--- src/rtl/if_fetch_unit.sv ---
// RISC-V fetch stage: word fetch, halfword realignment of 16/32-bit instructions, jump redirect.
// Optional FETCH_MISALIGN_EXC_EN adds fetch_misalign and suppresses odd-target jumps.
module if_fetch_unit #(
  parameter logic [31:0] RESET_PC = 32'h0000_0000,
  parameter int          QDEPTH   = 4
) (
  input  logic        clk,
  input  logic        rst_n,
  input  logic        start,
  input  logic        Jump,
  input  logic [31:0] prdt_op1,
  input  logic [31:0] prdt_op2,
  input  logic [31:0] insr_mem,
  output logic [31:0] PC,
  output logic        mem_cs,
  output logic [31:0] insr_dec,
  output logic        insr_valid,
  output logic [31:0] insr_pc
`ifdef FETCH_MISALIGN_EXC_EN
  ,
  output logic        fetch_misalign
`endif
);

  localparam int VIEW = QDEPTH + 2;

  typedef enum logic {IDLE, RUN} state_e;

  state_e      state_q, state_d;
  logic [31:0] pc_q, pc_d;
  logic [31:0] head_pc_q, head_pc_d;
  logic [15:0] q_q [QDEPTH];
  logic [15:0] q_d [QDEPTH];
  logic [2:0]  cnt_q, cnt_d;
  logic        pend_q, pend_d;
  logic        pend_drop_q, pend_drop_d;
  logic        drop_next_q, drop_next_d;

  logic        run, jump_take, is32;
  logic [31:0] jump_sum, target;
  logic [2:0]  pend_hw, avail, idx;
  logic [1:0]  need, pop;
  logic [15:0] in_hw [2];
  logic [15:0] view [VIEW];

`ifdef FETCH_MISALIGN_EXC_EN
  logic misalign_q, misalign_d;
  assign fetch_misalign = misalign_q;
`endif

  assign PC = pc_q;

  always_comb begin
    run      = (state_q == RUN);
    jump_sum = prdt_op1 + prdt_op2;
    target   = jump_sum & 32'hFFFF_FFFE;
`ifdef FETCH_MISALIGN_EXC_EN
    jump_take  = run && Jump && !jump_sum[0];
    misalign_d = run && Jump && jump_sum[0];
`else
    jump_take  = run && Jump;
`endif

    // halfwords landing this cycle from the read issued last cycle
    pend_hw  = !pend_q ? 3'd0 : (pend_drop_q ? 3'd1 : 3'd2);
    mem_cs   = run && ((cnt_q + pend_hw) <= 3'd2);
    in_hw[0] = pend_drop_q ? insr_mem[31:16] : insr_mem[15:0];
    in_hw[1] = insr_mem[31:16];
    avail    = cnt_q + pend_hw;

    // queued halfwords followed by the incoming response, in address order
    for (int i = 0; i < VIEW; i++) view[i] = '0;
    for (int i = 0; i < QDEPTH; i++) begin
      if (3'(i) < cnt_q) view[i] = q_q[i];
    end
    for (int j = 0; j < 2; j++) begin
      idx = cnt_q + 3'(j);
      if (pend_hw > 3'(j)) view[idx] = in_hw[j];
    end

    is32       = (view[0][1:0] == 2'b11);
    need       = is32 ? 2'd2 : 2'd1;
    insr_valid = run && !jump_take && (avail >= {1'b0, need});
    pop        = insr_valid ? need : 2'd0;
    insr_dec   = '0;
    insr_pc    = '0;
    if (insr_valid) begin
      insr_dec = is32 ? {view[1], view[0]} : {16'h0000, view[0]};
      insr_pc  = head_pc_q;
    end

    for (int i = 0; i < QDEPTH; i++) begin
      idx    = 3'(i) + {1'b0, pop};
      q_d[i] = view[idx];
    end
    cnt_d       = avail - {1'b0, pop};
    head_pc_d   = head_pc_q + {29'b0, pop, 1'b0};
    pc_d        = mem_cs ? pc_q + 32'd4 : pc_q;
    pend_d      = mem_cs;
    pend_drop_d = mem_cs && drop_next_q;
    drop_next_d = drop_next_q && !mem_cs;
    state_d     = state_q;

    if (!run && start) begin
      state_d     = RUN;
      pc_d        = {RESET_PC[31:2], 2'b00};
      head_pc_d   = {RESET_PC[31:1], 1'b0};
      drop_next_d = RESET_PC[1];
      cnt_d       = '0;
    end

    // redirect: flush, discard the in-flight word, refetch the target word
    if (jump_take) begin
      cnt_d       = '0;
      pend_d      = 1'b0;
      pend_drop_d = 1'b0;
      pc_d        = {target[31:2], 2'b00};
      head_pc_d   = target;
      drop_next_d = target[1];
    end
  end

  always_ff @(posedge clk) begin
    if (rst_n) begin
      state_q     <= IDLE;
      pc_q        <= {RESET_PC[31:2], 2'b00};
      head_pc_q   <= {RESET_PC[31:1], 1'b0};
      cnt_q       <= '0;
      pend_q      <= 1'b0;
      pend_drop_q <= 1'b0;
      drop_next_q <= 1'b0;
      for (int i = 0; i < QDEPTH; i++) q_q[i] <= '0;
`ifdef FETCH_MISALIGN_EXC_EN
      misalign_q  <= 1'b0;
`endif
    end else begin
      state_q     <= state_d;
      pc_q        <= pc_d;
      head_pc_q   <= head_pc_d;
      cnt_q       <= cnt_d;
      pend_q      <= pend_d;
      pend_drop_q <= pend_drop_d;
      drop_next_q <= drop_next_d;
      for (int i = 0; i < QDEPTH; i++) q_q[i] <= q_d[i];
`ifdef FETCH_MISALIGN_EXC_EN
      misalign_q  <= misalign_d;
`endif
    end
  end

endmodule

--- config.mk ---
export PLATFORM = sky130hd
export DESIGN_NAME = if_fetch_unit
export DESIGN_NICKNAME = d
export VERILOG_FILES = /design/src/rtl/if_fetch_unit.sv
export SDC_FILE = /design/constraint.sdc
export NUM_CORES = 1
export LEC_CHECK = 0
export CORE_ASPECT_RATIO = 1.2
export CORE_MARGIN = 2
export CORE_UTILIZATION = 40
export DETAILED_ROUTE_END_ITERATION = 16
export GPL_TIMING_DRIVEN = 0
export PLACE_DENSITY = 0.72
export SYNTH_ARGS = -nofsm -noshare
export SYNTH_HDL_FRONTEND = slang
export SYNTH_SLANG_ARGS = --single-unit
--- constraint.sdc ---
create_clock -name clk -period 5.2 [get_ports clk]
set_clock_uncertainty 0.2 [all_clocks]
set_input_delay 1.04 -clock clk [delete_from_list [all_inputs] [get_ports clk]]
set_output_delay 1.04 -clock clk [all_outputs]
set_load 0.02 [all_outputs]
* Word level (Yosys, flattened, before mapping)
Memory sizes are Yosys's and may differ from the RTL's. Index checks and enable logic that the tools add are counted.
Word-level totals: bits in latches 0, output and inout port bits 98, memory bits (read-only) 0, bits of input ports 100, memory bits (writable) 64, memories 1, register bits after elaboration 71
Operators by class: equality and inequality tests 1, magnitude comparators 16, bitwise gates (word level) 10, divide/modulo/power cells 0, multiply operators 0, $add $sub $neg 9, reduce and logical (&&, ||, !) cells 15, shifts and indexed selects 0, multiplexer cells 46
Memory list:
- q_q | words 4, width 16, rd ports 4, clocked after memory_dff 0, write ports 4, RTL line 32 | logic [15:0] q_q [QDEPTH];
Operators with widths (count):
- $mux W16 | 19
- $mux W32 | 8
- $bmux W16 S3 | 4
- $bwmux W96 | 2
- $mux W96 | 2
- $demux W16 S3 | 2
- $add A32 B3 Y32 | 1
- $add A32 B3 Y32 const B | 1
- $add A32 B32 Y32 | 1
- $ge A4 B4 Y1 const B | 6
- $not A3 Y4 | 5
- $logic_and A1 B1 Y1 | 9
- $lt A4 B1 Y1 const B | 2
- $mux W2 | 4
- $add A2 B2 Y3 const A | 2
- $lt A1 B3 Y1 const A | 2
- $lt A2 B3 Y1 const A | 2
- $mux W1 | 5
- $gt A2 B1 Y1 const B | 2
- $not A2 Y4 | 1
- $or A1 B1 Y1 | 4
- $add A1 B2 Y3 const A | 1
- $add A3 B1 Y3 const B | 1
- $add A3 B2 Y3 | 1
- 8 further kinds | 10

* Logic depth before layout (Yosys ltp)
depth in word-level cells 20, depth in mapped cells 24, gate-level depth less buffers 21

* Least setup slack after synthesis
OpenSTA, ideal clock, no wires.
path type input port to flip-flop, start point input insr_mem[17], end point register head_pc_q[29], cell stages on the path 21, path buffers 3, arrival time 5.075 ns, slack -0.202 ns, path through mux2i_1 -> o41ai_1 -> mux2i_1 -> nor2_1 -> buf_2 -> buf_2 -> inv_1 -> ha_1 -> inv_1 -> a21boi_0 -> o311ai_2 -> nor2_1 -> clkbuf_1 -> ha_1 -> ha_1 -> a41oi_2 -> nor2b_1 -> nand2_1 -> xor2_1 -> nor3_1 -> or3_1
Between the ends: longest elaborated chain between the ends 13
RTL lines:
- start: declaration | RTL line 13 | input logic [31:0] insr_mem,
- $mux W16 | RTL line 67 | in_hw[0] = pend_drop_q ? insr_mem[31:16] : insr_mem[15:0];
- $bwmux W96 | RTL line 78 | if (pend_hw > 3'(j)) view[idx] = in_hw[j];
- $mux W96 | RTL line 78
- $bwmux W96 | RTL line 78
- $mux W96 * | RTL line 78
- $eq A2 B2 Y1 * | RTL line 81 | is32 = (view[0][1:0] == 2'b11);
- $mux W2 * | RTL line 82 | need = is32 ? 2'd2 : 2'd1;
- $ge A3 B2 Y1 | RTL line 83 | insr_valid = run && !jump_take && (avail >= {1'b0, need});
- $logic_and A1 B1 Y1 | RTL line 83
- $mux W2 * | RTL line 84 | pop = insr_valid ? need : 2'd0;
- $add A32 B3 Y32 * | RTL line 97 | head_pc_d = head_pc_q + {29'b0, pop, 1'b0};
- $mux W32 * | RTL line 104 | if (!run && start) begin
- $mux W32 * | RTL line 113 | if (jump_take) begin
- end signal: assignment | RTL line 127 | head_pc_q <= {RESET_PC[31:1], 1'b0};
- end signal: assignment | RTL line 139 | head_pc_q <= head_pc_d;
- end: declaration | RTL line 31 | logic [31:0] head_pc_q, head_pc_d;
Mark *: on every way between the ends. The rest lies on a longest branch, timed or not. A chain may end at the register's enable or synchronous reset.

* Worst setup path in the final report
start point input insr_mem[0], end point output insr_pc[18]
Between the ends: longest elaborated chain between the ends 10
RTL lines:
- $mux W16 * | RTL line 67
- $bwmux W96 * | RTL line 78
- $mux W96 * | RTL line 78
- $bwmux W96 | RTL line 78
- $mux W96 * | RTL line 78
- $eq A2 B2 Y1 * | RTL line 81
- $mux W2 * | RTL line 82
- $ge A3 B2 Y1 * | RTL line 83
- $logic_and A1 B1 Y1 * | RTL line 83
- $mux W32 * | RTL line 87 | if (insr_valid) begin
- end: declaration | RTL line 18 | output logic [31:0] insr_pc
Marked as above.

==> metrics.yaml <==
ys_warn_count: 0
crit_chain: "clkdlybuf4s15_2 -> mux2i_4 -> o41ai_4 -> mux2i_4 -> nor2_4 -> buf_6 -> inv_1 -> ha_1 -> a21boi_2 -> o311ai_4 -> buf_4 -> inv_1 -> clkbuf_8 -> clkbuf_8 -> and2_1 -> clkdlybuf4s15_2"
start_util_pct: 40.32
cp_max_fo: 10
yosysSeqAreaShare_pct: 24.35
drive_gt1_share_pct: 8.420
synth_edf_count: 0
ios: 198
final.min_clock_period_ns: 5.102
dp_hpwl_um: 33450
min_path_type: "reg2reg"
reg2reg_depth: 22
drtIter0Drc: 1379
fin_cells: 2074
utilization_pct: 52.03
dieArea_um2: 28470
status: "finished, final reports clean"
gr-total-overflow: 0
worst_pin_slew_ns: 1.254
syn_avg_cell_area_um2: 7.226
critPathCapture: "insr_pc[18]"
seqCellArea_um2: 2644
finalCritPeriodShare_pct: 98.12
grt.total_usage_pct: 30.91
start_kind: "primary input"
async_flop_share_pct: 0
grt_pass1_wl_um: 68010
finalHoldViolCount: 0
vias_per_cell: 6.215
die_w_um: 154.4
cts_max_level: 4
synth_top_flop_cell: "dfxtp_1"
relSlewSlack_pct: 15.77
cts_inserted_buffers: 17
maxSlewViolCount: 0
cts_tree: "built"
clkTransAtPathRegs_ns: 0.06
ys_ff_latch: 132
crit_path_end_kind: "primary output"
antenna_found_initial: 0
coreArea_um2: 26920
hold_depth: 1
leakage_nw: 5.486
netlist_instances: 1502
crit_arrival_ns: 3.86
dieHeight_um: 184.5
cap_violations: 0
fin_total_pwr_mw: 3.274
critical_path_class: "in2out"
clock-sinks: 132
cts_hold_buf: 0
vias: 12890
power_density_nw_per_um2: 233.7
wirelength_um: 45430
fmax_mhz: 196.0
antenna_left: 0
cts_root_buffer: "clkbuf_16"
cts_max_path_buffers: 2
synth_cell_types: 82
hold_ws_ns: 0.2586
slowest_stage: "o41ai_4"
clk_latency_ns: 0.44
preCtsSetupSlack_ns: -2.484
cp_data_required_time_ns: 3.96
vdd_drop_max_v: 0.0002006
drc_errors: 0
setup_viol: 0
port-buffer-count: 193
wl_per_cell_um: 21.90
firstDrtPassIters: 7
multi_input_area_um2: 7739
final_nets: 1864
worstSetupStartpoint: "insr_mem[0]"
grt_pass1_vias: 12480
max_stage_delay_ns: 0.29
synthToLayoutAreaGrowth_pct: 29.05
r2r_end: "q_q[1][11]"
r2r_slack_ns: 0.23
n_antenna_cell: 0
std_cell_rows: 66
syn_area_um2: 10850
grt_max_degree: 19
dp.cells: 2037
gp_congestion: 1.007
r2r_start: "cnt_q[2]"
layout_setup_ws_ns: 0.09751
num-fill-cells: 2668
-- metrics by stage --
stage / setup TNS (ns) / area, µm²
2_1_floorplan: 0 / 10880
3_3_place_gp: -250.17 / 13240
3_5_place_dp: -261.93 / 13240
4_1_cts: 0 / 14000
5_1_grt: -0.04680 / 14010
6_report: 0 / 14010
-- final cells by class --
type	instances	area share, %
well taps	340	3.037
flip-flops and latches	132	18.87
clock inverters	15	1.724
plain buffers	112	4.171
inverters	28	0.7682
repair buffers	200	13.14
clock buffers	17	3.037
multi-input cells	1230	55.25
-- cells by family after synthesis --
kind of cell | share of synthesized area [%]
buffers and inverters | 5.372
adders and majority gates | 5.291
xor gates and xnor gates | 5.821
and+or+nand+nor | 22.92
AOI/OAI and AO/OA | 31.17
muxes | 5.049
other | 0.03455
DFF | 24.35
-- critical path: cells and delay by family --
family,cells,cell delay [ns]
compound gates,3,0.72
mux,2,0.23
buf+inv,8,1.24
simple gates,2,0.34
fa+ha+maj,1,0.28
-- sequential cells by signal, summed over array words and instances (netlist names) --
| signal | count |
|---|---|
| q_q | 64 |
| drop_next_q | 1 |
| pend_q | 1 |
| PC | 30 |
| run | 1 |
| head_pc_q | 31 |
| pend_drop_q | 1 |
| cnt_q | 3 |
-- power breakdown --
group	switching (mW)	total, mW	internal [mW]
combinational	0.466	0.773	0.307
clock	0.533	1.40	0.867
sequential	0.0414	1.10	1.06
total	1.04	3.27	2.23
-- metal layers --
metal	part of all wire [%]	global-route usage, %
met1	37	35.95
met2	47	51.78
met3	10	6.537
met4	6.1	19.78
met5	0	0
-- placed cells by master (no fill, tap or decap), drive strengths merged, types with 7 or more instances in the layout --
master,Yosys,routed
or2,7,7
a211o,13,13
a21o,18,18
dlygate4sd2,0,25
a22o,34,34
xor2,33,33
clkdlybuf4s50,0,126
nor2,168,168
xnor2,37,37
o22ai,21,21
a22oi,46,46
a211oi,72,72
ha,40,40
inv,26,33
and3,15,15
a21oi,100,100
nand3,54,54
nand2,199,199
nand4,11,11
clkdlybuf4s15,0,16
mux2i,49,49
and2,34,34
nor3,23,23
o211ai,21,21
buf,30,55
nor2b,8,8
nor3b,7,7
dfxtp,132,132
o21ai,119,119
a31oi,18,18
clkbuf,84,107
-- Yosys cell counts, drive strengths merged, types with 3 or more instances --
library cell	n	share of area [%]
fa	3	0.55
mux2i	49	4.6
and3b	3	0.24
a22oi	46	3.2
o311ai	3	0.31
dfxtp	132	24
a221oi	3	0.30
nor3b	7	0.59
a211o	13	1.0
a41oi	4	0.39
o31ai	5	0.35
nand4	11	0.63
mux2	4	0.41
a31oi	18	1.0
o31a	3	0.24
o211ai	21	1.5
o21a	4	0.28
o21bai	4	0.28
or2	7	0.40
and3	15	0.86
nor2b	8	0.46
nor2	168	5.9
a211oi	72	5.0
xor2	33	2.7
o22ai	21	1.2
xnor2	37	3.2
or3	5	0.29
a22o	34	2.7
clkbuf	84	2.9
buf	30	1.5
nand3	54	2.5
nor4	3	0.17
nand2b	5	0.29
inv	26	0.90
o21ai	119	5.5
nand2	199	7.0
o22a	3	0.24
a21o	18	1.2
ha	40	4.6
and2	34	2.0
nand3b	3	0.24
a21oi	100	4.6
nor3	23	1.1
-- how the worst min path moves through the flow --
| stage | start | end | slack, ns |
|---|---|---|---|
| final | drop_next_q | pend_drop_q | 0.26 |
| after global placement | drop_next_q | pend_drop_q | 0.26 |
| after CTS | drop_next_q | pend_drop_q | 0.27 |
| after detailed placement | drop_next_q | pend_drop_q | 0.26 |
| after global routing | drop_next_q | pend_drop_q | 0.30 |
| after floorplan | drop_next_q | pend_drop_q | 0.23 |
-- repair_timing --
action,4_1_cts,5_1_grt
setup buffers,6,1
setup endpoints to repair,158,83
gates resized for setup,205,20
pin swaps,4,4
hold endpoints to repair,0,0
Power figures use the tool's default switching activity.
